**src/rtl/hilo_muldiv_unit_if.sv**
```systemverilog
// Execute-stage bus between the pipeline and the HI/LO multiply/divide unit.
// The pipeline drives the master side; the unit is the slave.
interface hilo_muldiv_unit_if;
  logic        start;
  logic [4:0]  op;
  logic [31:0] src_a;
  logic [31:0] src_b;
  logic        flush;
  logic        mthi_we;
  logic        mtlo_we;
  logic [31:0] wr_data;
  logic        rd_req;
  logic        rd_sel;
  logic [31:0] rd_data;
  logic        busy;
  logic        done;
  logic        stall;

  modport master (
    output start, op, src_a, src_b, flush, mthi_we, mtlo_we, wr_data, rd_req, rd_sel,
    input  rd_data, busy, done, stall
  );

  modport slave (
    input  start, op, src_a, src_b, flush, mthi_we, mtlo_we, wr_data, rd_req, rd_sel,
    output rd_data, busy, done, stall
  );
endinterface

```
**src/rtl/hilo_muldiv_unit.sv**
```systemverilog
// Multi-cycle mult/div unit that owns the HI/LO registers and serves MFHI/MFLO.
// Optional macro HILO_BYPASS_EN forwards same-cycle MTHI/MTLO data to rd_data.
module hilo_muldiv_unit #(
  parameter int ITER = 32
) (
  input logic clk,
  input logic rst_n,
  hilo_muldiv_unit_if.slave bus
);

  localparam logic [4:0] OP_DIV   = 5'b00011;
  localparam logic [4:0] OP_MULT  = 5'b00100;
  localparam logic [4:0] OP_DIVU  = 5'b10100;
  localparam logic [4:0] OP_MULTU = 5'b10101;

  // ITERATE is the ITER phase; renamed so it does not clash with the parameter
  typedef enum logic [1:0] {IDLE, PREP, ITERATE, FIX} stateT;

  stateT       state;
  stateT       nextState;
  logic [31:0] hiReg;
  logic [31:0] loReg;
  logic [31:0] srcAReg;
  logic [31:0] srcBReg;
  logic        isDiv;
  logic        isSigned;
  logic        negQ;
  logic        negR;
  logic [31:0] opnd;
  logic [63:0] acc;
  logic [31:0] remReg;
  logic [4:0]  count;
  logic        doneReg;

  logic        validOp;
  logic        accept;
  logic        hiWrite;
  logic        loWrite;
  logic        fixWrite;
  logic [31:0] absA;
  logic [31:0] absB;
  logic [32:0] mulSum;
  logic [32:0] remShift;
  logic        remGe;
  logic [31:0] remSub;
  logic [63:0] prodSigned;
  logic [31:0] quoSigned;
  logic [31:0] remSigned;

  assign validOp  = (bus.op == OP_DIV) || (bus.op == OP_MULT) ||
                    (bus.op == OP_DIVU) || (bus.op == OP_MULTU);
  assign accept   = (state == IDLE) && bus.start && validOp && !bus.flush;
  assign hiWrite  = (state == IDLE) && !accept && bus.mthi_we;
  assign loWrite  = (state == IDLE) && !accept && bus.mtlo_we;
  assign fixWrite = (state == FIX) && !bus.flush;

  assign absA = (isSigned && srcAReg[31]) ? -srcAReg : srcAReg;
  assign absB = (isSigned && srcBReg[31]) ? -srcBReg : srcBReg;

  // The true remainder is always below the divisor, so a 32-bit subtract suffices
  assign mulSum   = {1'b0, acc[63:32]} + {1'b0, opnd};
  assign remShift = {remReg, acc[31]};
  assign remGe    = remShift >= {1'b0, opnd};
  assign remSub   = remShift[31:0] - opnd;

  assign prodSigned = negQ ? -acc : acc;
  assign quoSigned  = negQ ? -acc[31:0] : acc[31:0];
  assign remSigned  = negR ? -remReg : remReg;

  always_ff @(posedge clk or negedge rst_n) begin
    if (!rst_n) state <= IDLE;
    else        state <= nextState;
  end

  always_comb begin
    nextState = state;
    case (state)
      IDLE:    if (accept) nextState = PREP;
      PREP:    nextState = ITERATE;
      ITERATE: if (count == 5'd0) nextState = FIX;
      FIX:     nextState = IDLE;
      default: nextState = IDLE;
    endcase
    if (bus.flush && (state != IDLE)) nextState = IDLE;
  end

  // Operand capture, sign preparation and the one-bit-per-cycle iteration
  always_ff @(posedge clk or negedge rst_n) begin
    if (!rst_n) begin
      srcAReg  <= '0;
      srcBReg  <= '0;
      isDiv    <= 1'b0;
      isSigned <= 1'b0;
      negQ     <= 1'b0;
      negR     <= 1'b0;
      opnd     <= '0;
      acc      <= '0;
      remReg   <= '0;
      count    <= '0;
    end else begin
      if (accept) begin
        srcAReg  <= bus.src_a;
        srcBReg  <= bus.src_b;
        isDiv    <= (bus.op == OP_DIV) || (bus.op == OP_DIVU);
        isSigned <= (bus.op == OP_DIV) || (bus.op == OP_MULT);
      end
      case (state)
        PREP: begin
          negQ   <= isSigned && (srcAReg[31] ^ srcBReg[31]);
          negR   <= isSigned && srcAReg[31];
          opnd   <= isDiv ? absB : absA;
          acc    <= {32'd0, isDiv ? absA : absB};
          remReg <= '0;
          count  <= 5'(ITER - 1);
        end
        ITERATE: begin
          count <= count - 5'd1;
          if (isDiv) begin
            acc[31:0] <= {acc[30:0], remGe};
            remReg    <= remGe ? remSub : remShift[31:0];
          end else if (acc[0]) begin
            acc <= {mulSum, acc[31:1]};
          end else begin
            acc <= {1'b0, acc[63:1]};
          end
        end
        default: ;
      endcase
    end
  end

  // Architectural HI/LO: result write in FIX, otherwise MTHI/MTLO when idle
  always_ff @(posedge clk or negedge rst_n) begin
    if (!rst_n) begin
      hiReg   <= '0;
      loReg   <= '0;
      doneReg <= 1'b0;
    end else begin
      doneReg <= fixWrite;
      if (fixWrite) begin
        if (!isDiv) begin
          hiReg <= prodSigned[63:32];
          loReg <= prodSigned[31:0];
        end else if (opnd == 32'd0) begin
          hiReg <= srcAReg;
          loReg <= 32'hFFFF_FFFF;
        end else begin
          hiReg <= remSigned;
          loReg <= quoSigned;
        end
      end else begin
        if (hiWrite) hiReg <= bus.wr_data;
        if (loWrite) loReg <= bus.wr_data;
      end
    end
  end

  assign bus.busy  = (state != IDLE);
  assign bus.done  = doneReg;
  assign bus.stall = bus.busy && (bus.rd_req || bus.start || bus.mthi_we || bus.mtlo_we);

  always_comb begin
    bus.rd_data = bus.rd_sel ? hiReg : loReg;
`ifdef HILO_BYPASS_EN
    if (rst_n && bus.rd_req && bus.rd_sel && hiWrite)  bus.rd_data = bus.wr_data;
    if (rst_n && bus.rd_req && !bus.rd_sel && loWrite) bus.rd_data = bus.wr_data;
`endif
  end

endmodule

```
**src/flat_wrapper.sv**
```systemverilog
// flat-port wrapper written by rule: the top's interface ports become plain ports
module hilo_muldiv_unit_flat 
#(
  parameter int ITER = 32
)
  (clk, rst_n, bus_start, bus_op, bus_src_a, bus_src_b, bus_flush, bus_mthi_we, bus_mtlo_we, bus_wr_data, bus_rd_req, bus_rd_sel, bus_rd_data, bus_busy, bus_done, bus_stall);
  hilo_muldiv_unit_if bus_i ();
  input logic clk;
  input logic rst_n;
  input wire logic [$bits(bus_i.start)-1:0] bus_start;
  input wire logic [$bits(bus_i.op)-1:0] bus_op;
  input wire logic [$bits(bus_i.src_a)-1:0] bus_src_a;
  input wire logic [$bits(bus_i.src_b)-1:0] bus_src_b;
  input wire logic [$bits(bus_i.flush)-1:0] bus_flush;
  input wire logic [$bits(bus_i.mthi_we)-1:0] bus_mthi_we;
  input wire logic [$bits(bus_i.mtlo_we)-1:0] bus_mtlo_we;
  input wire logic [$bits(bus_i.wr_data)-1:0] bus_wr_data;
  input wire logic [$bits(bus_i.rd_req)-1:0] bus_rd_req;
  input wire logic [$bits(bus_i.rd_sel)-1:0] bus_rd_sel;
  output wire logic [$bits(bus_i.rd_data)-1:0] bus_rd_data;
  output wire logic [$bits(bus_i.busy)-1:0] bus_busy;
  output wire logic [$bits(bus_i.done)-1:0] bus_done;
  output wire logic [$bits(bus_i.stall)-1:0] bus_stall;
  assign bus_i.start = bus_start;
  assign bus_i.op = bus_op;
  assign bus_i.src_a = bus_src_a;
  assign bus_i.src_b = bus_src_b;
  assign bus_i.flush = bus_flush;
  assign bus_i.mthi_we = bus_mthi_we;
  assign bus_i.mtlo_we = bus_mtlo_we;
  assign bus_i.wr_data = bus_wr_data;
  assign bus_i.rd_req = bus_rd_req;
  assign bus_i.rd_sel = bus_rd_sel;
  assign bus_rd_data = bus_i.rd_data;
  assign bus_busy = bus_i.busy;
  assign bus_done = bus_i.done;
  assign bus_stall = bus_i.stall;
  hilo_muldiv_unit #(.ITER(ITER)) u_core (.clk(clk), .rst_n(rst_n), .bus(bus_i));
endmodule
```
**config.mk**
```make
export PLATFORM = sky130hd
export DESIGN_NAME = hilo_muldiv_unit_flat
export DESIGN_NICKNAME = d
export VERILOG_FILES = /design/src/rtl/hilo_muldiv_unit_if.sv /design/src/rtl/hilo_muldiv_unit.sv /design/src/flat_wrapper.sv
export SDC_FILE = /design/constraint.sdc
export NUM_CORES = 1
export LEC_CHECK = 0
export CORE_ASPECT_RATIO = 1.75
export CORE_MARGIN = 5
export CORE_UTILIZATION = 45
export DETAILED_ROUTE_END_ITERATION = 16
export PLACE_DENSITY = 0.64
export SYNTH_ARGS = -nofsm -noshare
export SYNTH_HDL_FRONTEND = slang
export SYNTH_SLANG_ARGS = --single-unit
```
**constraint.sdc**
```tcl
create_clock -name clk -period 7.83 [get_ports clk]
set_input_delay 1.1745 -clock clk [delete_from_list [all_inputs] [get_ports clk]]
set_output_delay 1.1745 -clock clk [all_outputs]
set_load 0.05 [all_outputs]
```
==> results.rst <==
.. list-table::
   :header-rows: 1

   * - Metric
     - Value
   * - Main flop type after synthesis
     - dfrtp_1
   * - Slew margin rel.
     - 0.182
   * - Worst Min Path Start
     - u_core.loReg[27]$_DFFE_PN0P_
   * - Setup repair after global routing missed its margin
     - no
   * - Post-cts hold buffer count
     - 0
   * - Hold/Removal Path Class
     - reg2reg
   * - Tcrit/Tclk final
     - 0.549
   * - Most common cell after layout, fill and taps aside
     - dfrtp_1
   * - Post-synthesis async set-or-reset flop share
     - 1.00
   * - Cell count after synthesis
     - 2290
   * - Chip Height
     - 288 um
   * - Number of nets produced by synthesis
     - 2476
   * - Critical path launch point type
     - input port
   * - Skew-Pair Late Insertion Delay
     - 0.59 ns
   * - Number of instances on the worst hold path
     - 2
   * - Share of cells above drive strength 1
     - 0.0920
   * - Global-route total usage across every layer
     - 0.297
   * - End of the worst register-to-register path
     - u_core.remReg[24]$_DFFE_PN0P_
   * - Number of gates given a new drive strength after cts
     - 0
   * - Crit path kind
     - in2out
   * - Number of global-route vias before repair
     - 18161
   * - Max VDD drop
     - 0.254 mV
   * - Die Area
     - 0.0487 sq mm
   * - Number of core rows
     - 102
   * - Global-route wire length before repair
     - 112000 um
   * - Count of unique library cells instantiated by Yosys
     - 77
   * - Fraction of the yosys area taken by sequential cells
     - 0.337
   * - DRC viols
     - 0
   * - Cell area after placement
     - 0.0218 sq mm
   * - CTS sink count
     - 268
   * - Worst setup slack for register-to-register paths
     - 3.81 ns
   * - Result of the run
     - complete, no violations
   * - Area of the core region
     - 0.0440 sq mm
   * - Synthesis-to-layout area growth
     - 14.2%
   * - Via density per instance
     - 6.29
   * - Synth Cell Area
     - 0.0199 sq mm
   * - Largest net degree at the start of global routing
     - 176
   * - Max capacitance violation total
     - 0
   * - Worst-margin pin slew
     - 1.22 ns
   * - Worst clock skew
     - 0.0263 ns
   * - Root cell of the clock tree
     - clkbuf_16
   * - Syn avg cell area
     - 8.70 sq um
   * - Type of element capturing the critical path
     - primary output
   * - Number of failing hold endpoints at the final stage
     - 0
   * - Start of the worst register-to-register path
     - u_core.remReg[19]$_DFFE_PN0P_
   * - Number of buffers on the longest clock path
     - 3
   * - CTS Buf Count
     - 27
   * - Aggregate routed wire length
     - 74500 um
   * - Number of flops mapped to enable cells by yosys
     - 0
   * - Summed negative setup slack over all endpoints
     - 0 ns
   * - Global placer's final weighted congestion
     - 1.03
   * - Static Leak
     - 0.00980 uW
   * - Initial Utilization
     - 0.452
   * - Number of I/O port buffers
     - 143
   * - Final-report max-slew violation count
     - 0
   * - Maximum fanout encountered on the critical timing path
     - 32
   * - Number of register bits inferred by synthesis
     - 268
   * - Setup violation total in the final timing report
     - 0
   * - Number of detailed-route iterations in the first pass
     - 6
   * - TritonCTS clock tree
     - done
   * - Detailed placer's ending HPWL
     - 57300 um
   * - Final antenna-violating net count
     - 0
   * - Shortest clock period the worst path allows after layout
     - 4.30 ns
   * - Clock-pin slew of the registers on the worst-case setup and hold paths
     - 0.06 ns
   * - Endpoint, Worst Hold
     - u_core.loReg[27]$_DFFE_PN0P_
   * - Average routed wire per standard cell
     - 25.3 um
   * - Total power
     - 9210 uW
   * - Number of setup buffers added after CTS
     - 0
   * - Area of all placed cells without fillers
     - 0.0227 sq mm
   * - Total number of vias
     - 18519
   * - Total power density per cell area
     - 405 mW/mm^2
   * - Leftover overflow at the end of global routing
     - 0
   * - Horiz. Die Dim
     - 169 um
   * - Depth of the worst register-to-register path
     - 10
   * - Count of nets after finishing
     - 2535
   * - Number of antenna violations at the first check in global routing
     - 1
   * - Arrival time worst endpoint
     - 3.12 ns
   * - Syn. warnings
     - 0
   * - Ports
     - 144
   * - DRT iter0 DRCs
     - 1490
   * - Commonest non-fill, non-tap cells in the layout
     - dfrtp_1, o21ai_0, nand2_1, nor2_1, clkdlybuf4s50_1
   * - Maximum operating frequency
     - 233 MHz
   * - Required time of the critical path
     - 6.66 ns
   * - Number of H-tree levels
     - 1
==> per-layer routing <==
layer / wire, um / track usage
met2: 36200 / 0.503
met5: 0 / 0
met3: 3940 / 0.0341
met1: 28200 / 0.351
met4: 6100 / 0.202
==> state kept, by name (all words and copies together) (netlist names) <==
name,flops
u_core.srcBReg,32
u_core.remReg,32
u_core.count,5
u_core.isDiv,1
u_core.loReg,32
u_core.negQ,1
u_core.opnd,32
u_core.srcAReg,32
u_core.acc,64
u_core.state,2
u_core.bus.done,1
u_core.negR,1
u_core.isSigned,1
u_core.hiReg,32
==> logic make-up (layout without fill, tap and decap cells) <==
kind of cell	after synthesis	after routing	share of synthesized area
adders and majority gates	77	77	0.0491
and+or+nand+nor	679	679	0.161
xor gates and xnor gates	195	195	0.0858
other	0	1	0
AOI/OAI and AO/OA	668	668	0.217
buffers and inverters	222	301	0.0428
muxes	181	181	0.108
DFF	268	268	0.337
==> through the flow <==
| step | util | hold WS (ns) | setup slack (ns) | cells |
|---|---|---|---|---|
| 6_report | 0.517 | 0.477 | 3.53 | 2942 |
| 5_1_grt | 0.517 | 0.505 | 3.42 | 2941 |
| 4_1_cts | 0.517 | 0.481 | 3.51 | 2941 |
| 3_5_place_dp | 0.495 | 0.466 | 3.51 | 2892 |
| 3_3_place_gp | 0.495 | 0.461 | 3.57 | 2892 |
| 2_1_floorplan | - | 0.446 | 4.47 | 2290 |
==> cell type report <==
class / instances / area, sq um
clock buffer: 34 / 722
antenna: 1 / 2.50
multi-input combinational: 1800 / 12400
tap: 572 / 716
fill: 4136 / 21300
inverter: 81 / 304
timing repair buffer: 171 / 1660
sequential: 268 / 6710
clock inverter: 15 / 230
==> power by group <==
group | total [uW] | switching [uW] | internal, uW | leakage (uW)
clock network | 1440 | 619 | 826 | 0.000466
logic | 4940 | 3030 | 1910 | 0.00594
registers | 2820 | 893 | 1920 | 0.00340
==> synthesized netlist by cell type, types with 20 or more instances <==
master / instances / share of area
xor2_1: 90 / 0.040
o31ai_1: 40 / 0.015
ha_1: 75 / 0.047
o21ai_0: 226 / 0.057
xnor2_1: 105 / 0.046
nand3_1: 32 / 0.0080
nor3_1: 38 / 0.0095
nor4_1: 28 / 0.0088
clkbuf_1: 114 / 0.021
nor2_1: 201 / 0.038
mux2i_1: 70 / 0.035
buf_1: 21 / 0.0040
inv_1: 79 / 0.015
a221oi_1: 24 / 0.011
nand2b_1: 24 / 0.0075
a21o_1: 24 / 0.0090
dfrtp_1: 268 / 0.34
o22ai_1: 36 / 0.011
mux2_2: 93 / 0.053
nand4_1: 20 / 0.0063
or3_1: 45 / 0.014
nand2_1: 214 / 0.040
a21oi_1: 128 / 0.032
==> critical path, stage by stage <==
cell and delay [ns]:
clkdlybuf4s50_1 0.45, buf_4 0.37, mux2_2 0.40, clkdlybuf4s50_1 0.71
==> worst max path at each step <==
stage / to / from / cells after the start
after global placement: bus_rd_data[14] / bus_rd_sel / 4
after CTS: bus_rd_data[13] / bus_rd_sel / 4
after floorplan: bus_rd_data[10] / bus_rd_sel / 3
final: bus_rd_data[13] / bus_rd_sel / 4
after detailed placement: bus_rd_data[13] / bus_rd_sel / 4
after global routing: u_core.remReg[24]$_DFFE_PN0P_ / u_core.remReg[19]$_DFFE_PN0P_ / 10
Note: power is estimated with default switching activity, not from simulation.
